$ cat config.mk
export PLATFORM = sky130hd
export DESIGN_NAME = present_serial_core
export DESIGN_NICKNAME = d
export VERILOG_FILES = /design/src/rtl/present_pkg.sv /design/src/rtl/s_box.sv /design/src/rtl/present_serial_core.sv
export SDC_FILE = /design/constraint.sdc
export NUM_CORES = 1
export LEC_CHECK = 0
export BUFFER_PORTS_ARGS = -buffer_cell sky130_fd_sc_hd__buf_4
export CAP_MARGIN = 20
export CORE_MARGIN = 1.5
export CORE_UTILIZATION = 55
export DETAILED_ROUTE_END_ITERATION = 12
export PLACE_DENSITY = 0.77
export SYNTH_ARGS = -nofsm -noshare
export SYNTH_HDL_FRONTEND = slang
export SYNTH_HIERARCHICAL = 1
export SYNTH_SLANG_ARGS = --single-unit
$ cat constraint.sdc
create_clock -name Clk_ik -period 11.83 [get_ports Clk_ik]
set_input_delay 0.5915 -clock Clk_ik [delete_from_list [all_inputs] [get_ports Clk_ik]]
set_output_delay 0.5915 -clock Clk_ik [all_outputs]
set_load 0.05 [all_outputs]
$ cat src/rtl/present_pkg.sv
// Shared definitions for the nibble-serial PRESENT-80 core: widths, FSM
// encoding and the pure-wiring round helpers (pLayer and key schedule).
package present_pkg;

  localparam int STATE_W = 64;
  localparam int KEY_W   = 80;
  localparam int ROUND_W = 5;
  localparam int NIB_W   = 4;

  typedef enum logic [2:0] {
    ST_IDLE   = 3'd0,
    ST_ADDKEY = 3'd1,
    ST_SBOX   = 3'd2,
    ST_PERM   = 3'd3,
    ST_FINAL  = 3'd4
  } fsm_e;

  // pLayer: bit i moves to 16*i mod 63, bit 63 stays where it is.
  function automatic logic [STATE_W-1:0] p_layer(input logic [STATE_W-1:0] s);
    logic [STATE_W-1:0] r;
    r = '0;
    for (int i = 0; i < STATE_W - 1; i++) begin
      r[(16 * i) % (STATE_W - 1)] = s[i];
    end
    r[STATE_W-1] = s[STATE_W-1];
    return r;
  endfunction

  // Key register rotated left by 61 positions.
  function automatic logic [KEY_W-1:0] key_rotate(input logic [KEY_W-1:0] k);
    return {k[18:0], k[79:19]};
  endfunction

  // One key-schedule step. The substituted top nibble comes from an external
  // s_box fed with the top nibble of key_rotate(k).
  function automatic logic [KEY_W-1:0] key_update(input logic [KEY_W-1:0]   k,
                                                  input logic [ROUND_W-1:0] round,
                                                  input logic [NIB_W-1:0]   sbox_nib);
    logic [KEY_W-1:0] r;
    r          = key_rotate(k);
    r[79:76]   = sbox_nib;
    r[19:15]   = r[19:15] ^ round;
    return r;
  endfunction

endpackage

$ cat src/rtl/s_box.sv
// PRESENT 4-bit substitution box, purely combinational.
module s_box (
  input  logic [3:0] nib,
  output logic [3:0] sub
);

  // Table lookup of the PRESENT S-box.
  always_comb begin
    case (nib)
      4'h0:    sub = 4'hC;
      4'h1:    sub = 4'h5;
      4'h2:    sub = 4'h6;
      4'h3:    sub = 4'hB;
      4'h4:    sub = 4'h9;
      4'h5:    sub = 4'h0;
      4'h6:    sub = 4'hA;
      4'h7:    sub = 4'hD;
      4'h8:    sub = 4'h3;
      4'h9:    sub = 4'hE;
      4'hA:    sub = 4'hF;
      4'hB:    sub = 4'h8;
      4'hC:    sub = 4'h4;
      4'hD:    sub = 4'h7;
      4'hE:    sub = 4'h1;
      default: sub = 4'h2;
    endcase
  end

endmodule

$ cat src/rtl/present_serial_core.sv
// Nibble-serial PRESENT-80 encryption core. Each round is one addRoundKey
// cycle, sixteen sLayer cycles (one nibble through a shared s_box while the
// state rotates right) and one pLayer/key-update cycle; final whitening
// follows the last round.
module present_serial_core
  import present_pkg::*;
#(
  parameter int unsigned ROUNDS = 31
) (
  input  logic               Clk_ik,
  input  logic               Rst_ir,
  input  logic               Start_i,
  input  logic [STATE_W-1:0] Plaintext_ib,
  input  logic [KEY_W-1:0]   Key_ib,
  output logic               Busy_o,
  output logic               Done_o,
  output logic [STATE_W-1:0] Ciphertext_ob
);

  localparam logic [ROUND_W-1:0] LAST_ROUND = ROUND_W'(ROUNDS);

  fsm_e               fsm;
  fsm_e               fsm_next;
  logic [STATE_W-1:0] blk;
  logic [KEY_W-1:0]   key;
  logic [KEY_W-1:0]   key_rot;
  logic [ROUND_W-1:0] round;
  logic [NIB_W-1:0]   nib;
  logic [NIB_W-1:0]   data_sub;
  logic [NIB_W-1:0]   key_sub;
  logic               busy;
  logic               done;
  logic [STATE_W-1:0] ciphertext;

  assign key_rot = key_rotate(key);

  s_box u_data_sbox (
    .nib (blk[3:0]),
    .sub (data_sub)
  );

  s_box u_key_sbox (
    .nib (key_rot[79:76]),
    .sub (key_sub)
  );

  // FSM state register.
  // NOTE: registers are written with non-blocking <= so every flop samples
  // pre-edge values regardless of statement order.
  always_ff @(posedge Clk_ik or posedge Rst_ir) begin
    if (Rst_ir) fsm <= ST_IDLE;
    else        fsm <= fsm_next;
  end

  // Next-state sequencing through the round phases.
  // NOTE: fsm_next gets a default before the case so no path leaves it
  // unassigned, which would otherwise infer a latch.
  always_comb begin
    fsm_next = fsm;
    case (fsm)
      ST_IDLE:   if (Start_i) fsm_next = ST_ADDKEY;
      ST_ADDKEY: fsm_next = ST_SBOX;
      ST_SBOX:   if (nib == 4'd15) fsm_next = ST_PERM;
      ST_PERM:   fsm_next = (round == LAST_ROUND) ? ST_FINAL : ST_ADDKEY;
      ST_FINAL:  fsm_next = ST_IDLE;
      default:   fsm_next = ST_IDLE;
    endcase
  end

  // Datapath: state, key schedule and counters, stepped by the FSM phase.
  always_ff @(posedge Clk_ik or posedge Rst_ir) begin
    if (Rst_ir) begin
      blk   <= '0;
      key   <= '0;
      round <= '0;
      nib   <= '0;
    end else begin
      case (fsm)
        ST_IDLE: begin
          if (Start_i) begin
            blk   <= Plaintext_ib;
            key   <= Key_ib;
            round <= ROUND_W'(1);
          end
        end
        ST_ADDKEY: begin
          blk <= blk ^ key[79:16];
          nib <= '0;
        end
        ST_SBOX: begin
          // Rotate right one nibble, substituting the nibble that wraps to the top.
          blk <= {data_sub, blk[63:4]};
          nib <= nib + 4'd1;
        end
        ST_PERM: begin
          blk <= p_layer(blk);
          key <= key_update(key, round, key_sub);
          if (round != LAST_ROUND) round <= round + ROUND_W'(1);
        end
        default: ;
      endcase
    end
  end

  // Result register and status flags. Busy spans the Done cycle as well.
  always_ff @(posedge Clk_ik or posedge Rst_ir) begin
    if (Rst_ir) begin
      ciphertext <= '0;
      done       <= 1'b0;
      busy       <= 1'b0;
    end else begin
      done <= (fsm == ST_FINAL);
      busy <= (fsm_next != ST_IDLE) || (fsm == ST_FINAL);
      if (fsm == ST_FINAL) ciphertext <= blk ^ key[79:16];
    end
  end

  assign Busy_o        = busy;
  assign Done_o        = done;
  assign Ciphertext_ob = ciphertext;

endmodule

==> impl_summary.log <==
INFO  metric fmax_achieved = 294 MHz
INFO  metric cpMaxStageDelayCell = sky130_fd_sc_hd__buf_4
INFO  metric post_cts_resize_count = 0
INFO  metric most_prevalent_standard_cell_on_the_critical_path = sky130_fd_sc_hd__buf_4
INFO  metric layout-area-overhead-vs-synth = 20.3%
INFO  metric drt_first_iter_violations = 1,142
INFO  metric period_minus_slack = 3410 ps
INFO  metric antenna_violating_nets_post_route = 0
INFO  metric proportion_of_total_power_due_to_net_switching = 0.336
INFO  metric drt_wl_total = 38.1 mm
INFO  metric cts.sinks = 222
INFO  metric fin_tns_setup = 0 ps
INFO  metric crit_type = reg2reg
INFO  metric die_h = 148 um
INFO  metric route.detailed.drc = 0
INFO  metric largest_net_degree_at_the_start_of_global_routing = 99
INFO  metric p_per_area = 175 mW/mm^2
INFO  metric req_time_crit_path = 12,240 ps
INFO  metric setup.worst_path.end_class = flip-flop
INFO  metric place_congestion = 0.947
INFO  metric top_flip_flop_cell_by_instance_count_after_synthesis = sky130_fd_sc_hd__dfrtp_1
INFO  metric layout.nets = 1,491
INFO  metric detail_route.wl_per_cell = 23.6 um
INFO  metric synth_async_sr_flop_share = 1.00
INFO  metric max_slew.worst_pin.slew = 1110 ps
INFO  metric tritoncts = yes
INFO  metric cts-buffers-inserted = 24
INFO  metric sum_of_met3_wire_segment_lengths_after_detailed_routing = 4.32 mm
INFO  metric finalHoldWorstSlack = 168 ps
INFO  metric power_leakage = 6.59 nW
INFO  metric synth_area_leader_cell = sky130_fd_sc_hd__dfrtp_1
INFO  metric synth_seq_cells = 222
INFO  metric grt_pass1_wl = 57.7 mm
INFO  metric cts-htree-levels = 1
INFO  metric final_hold_viol_count = 0
INFO  metric num_vias = 10,200
INFO  metric synth.lib_cells_used.distinct = 59
INFO  metric grt_setup_unrepaired = no
INFO  metric crit_path_cells = buf_4 > or2_1 > nor2_4 > buf_4 > mux2_2
INFO  metric die-width = 148 um
INFO  metric postSynthNetCount = 1,329
INFO  metric count_of_inserted_antenna_diode_cells = 0
INFO  metric nFillCells = 1,627
INFO  metric initial_core_util = 0.567
INFO  metric vdd_ir_drop_max = 0.0958 mV
INFO  metric port_buffers = 212
INFO  metric intPower = 0.00161 W
INFO  metric synth_edf_count = 0
INFO  metric clock_power_share = 0.303
INFO  metric hpwlAfterDp = 26.9 mm
INFO  metric clock_path_buffers = 3
INFO  metric ios = 213
INFO  metric most_numerous_cell_in_the_yosys_netlist = sky130_fd_sc_hd__dfrtp_1
INFO  metric cp.buffers_inverters = 2
INFO  metric post-cts-setup-buffers = 0
INFO  metric grt_util_all_layers = 0.347
INFO  metric final.period_utilization = 0.288
INFO  metric cts_hold_buf = 0
INFO  metric worst_hold_path_type = in2async
INFO  metric grt_antenna_before_repair = 0
INFO  metric timing.slew.headroom = 0.255
INFO  metric first_global_vias = 9,658
INFO  metric first_pass_iters = 5
INFO  metric insertion_delay = 520 ps
INFO  metric core_area = 0.0204 sq mm
INFO  metric post_drt_via_cell_ratio = 6.33
INFO  metric synth_warnings = 6
INFO  metric power_frac_comb = 0.246
INFO  metric share_seq_of_total_power = 0.451
INFO  metric synthTopCellsByArea = sky130_fd_sc_hd__dfrtp_1, sky130_fd_sc_hd__a22oi_1, sky130_fd_sc_hd__nand2_1
INFO  metric switchingPower = 0.000817 W
INFO  metric run_status = complete, no violations
INFO  metric drive_above_1_share = 0.230
INFO  metric synthDominantCellAreaShare = 0.480
INFO  metric worst_path_largest_cell_delay = 730 ps
INFO  metric mean_post_synth_cell_area = 9.90 sq um
INFO  metric top_layer = met4
INFO  metric seq_area_frac_synth = 0.480
INFO  metric post_synth_instance_area = 0.0116 sq mm
INFO  metric row_count = 52
INFO  metric finalClockSkew = 13.5 ps
INFO  metric timing.critical_path.arrival = 3810 ps
INFO  metric overflow = 0
INFO  metric setup_violating_endpoint_count_in_the_final_report = 0
INFO  metric clk_pin_slew_worst_paths = 60 ps
INFO  metric crit_family = buffers and inverters
INFO  metric clock-root-buffer = sky130_fd_sc_hd__clkbuf_16
INFO  metric die_area = 0.0219 sq mm
INFO  metric met2WireLength = 16.5 mm
INFO  metric worst_setup_path_start_kind = flip-flop
INFO  metric timing.final.max_slew_violations = 0
INFO  metric max_cap_violations = 0
INFO  metric detail_route.wirelength.met1 = 15.8 mm
INFO  metric cp_max_fo = 80
INFO  metric synthCells = 1,169
INFO  metric yosys-top-cells-count = sky130_fd_sc_hd__dfrtp_1, sky130_fd_sc_hd__nand2_1, sky130_fd_sc_hd__nor2_1
cells by family (layout without fill, tap and decap cells):
group           Yosys count  count (layout)  share of synthesized area
simple gates            355             355                      0.138
xor+xnor                 62              62                     0.0469
buf+inv                 108             288                     0.0468
mux                      50              50                     0.0507
flops                   222             222                      0.480
fa+ha+maj                13              13                     0.0141
compound gates          359             359                      0.223
power groups by stage:
stage	Sequential [W]	Combinational (W)	Clock (W)
global placement	0.00109	0.000574	0
finish	0.00110	0.000598	0.000738
detailed placement	0.00110	0.000588	0
global route	0.00111	0.000643	0.000777
CTS	0.00108	0.000590	0.000741
floorplan	0.00101	0.000431	0
placed cells by master, fill, tap and decap left out, drive strengths merged, types with 22 or more instances in the layout:
master / count
buf: 225
dfrtp: 222
nand2: 169
nor2: 94
a22oi: 85
a21oi: 59
nand2b: 41
xnor2: 38
o21ai: 38
clkbuf: 34
mux2: 29
xor2: 24
a221o: 22
o22a: 22
routing by layer:
layer	up-vias	GRT usage
li1	4549	-
met1	4926	0.524
met2	684	0.506
met3	90	0.0525
met4	0	0.132
met5	-	0
sequential cells by signal, summed over array words and instances, names as in the netlist:
signal         cells
Done_o             1
Ciphertext_ob     64
blk               64
key               80
fsm                3
round              5
Busy_o             1
nib                4
per-stage QoR:
stage	util	setup WS, ps	cell area (sq um)	cells	power, W
2_1_floorplan	-	5160	11600	1169	0.00144
4_1_cts	0.681	8480	13900	1618	0.00242
6_report	0.682	8420	13900	1619	0.00243
3_5_place_dp	0.644	8490	13100	1574	0.00168
3_3_place_gp	0.644	8600	13100	1574	0.00167
5_1_grt	0.682	8260	13900	1619	0.00253
final cells by class:
cell class / instances / area [sq um] / area share
Sequential cell: 222 / 5560 / 0.399
Multi-Input combinational cell: 839 / 5490 / 0.394
Timing Repair Buffer: 225 / 1700 / 0.122
Clock buffer: 34 / 679 / 0.0488
Tap cell: 270 / 338 / 0.0243
Clock inverter: 10 / 83.8 / 0.00602
Inverter: 19 / 78.8 / 0.00566
final timing paths:
path,start,to,slack (ps),cells past startpoint
max in group asynchronous,Rst_ir,fsm[2],10270,3
hold reg to reg,key[10],key[10],470,2
min in group Clk_ik,Key_ib[6],key[6],280,3
hold / removal,Rst_ir,blk[16],170,2
setup / recovery,fsm[0],Ciphertext_ob[40],8420,5
setup reg to reg,fsm[0],Ciphertext_ob[40],8420,5
(Power assumes the default switching activity.)
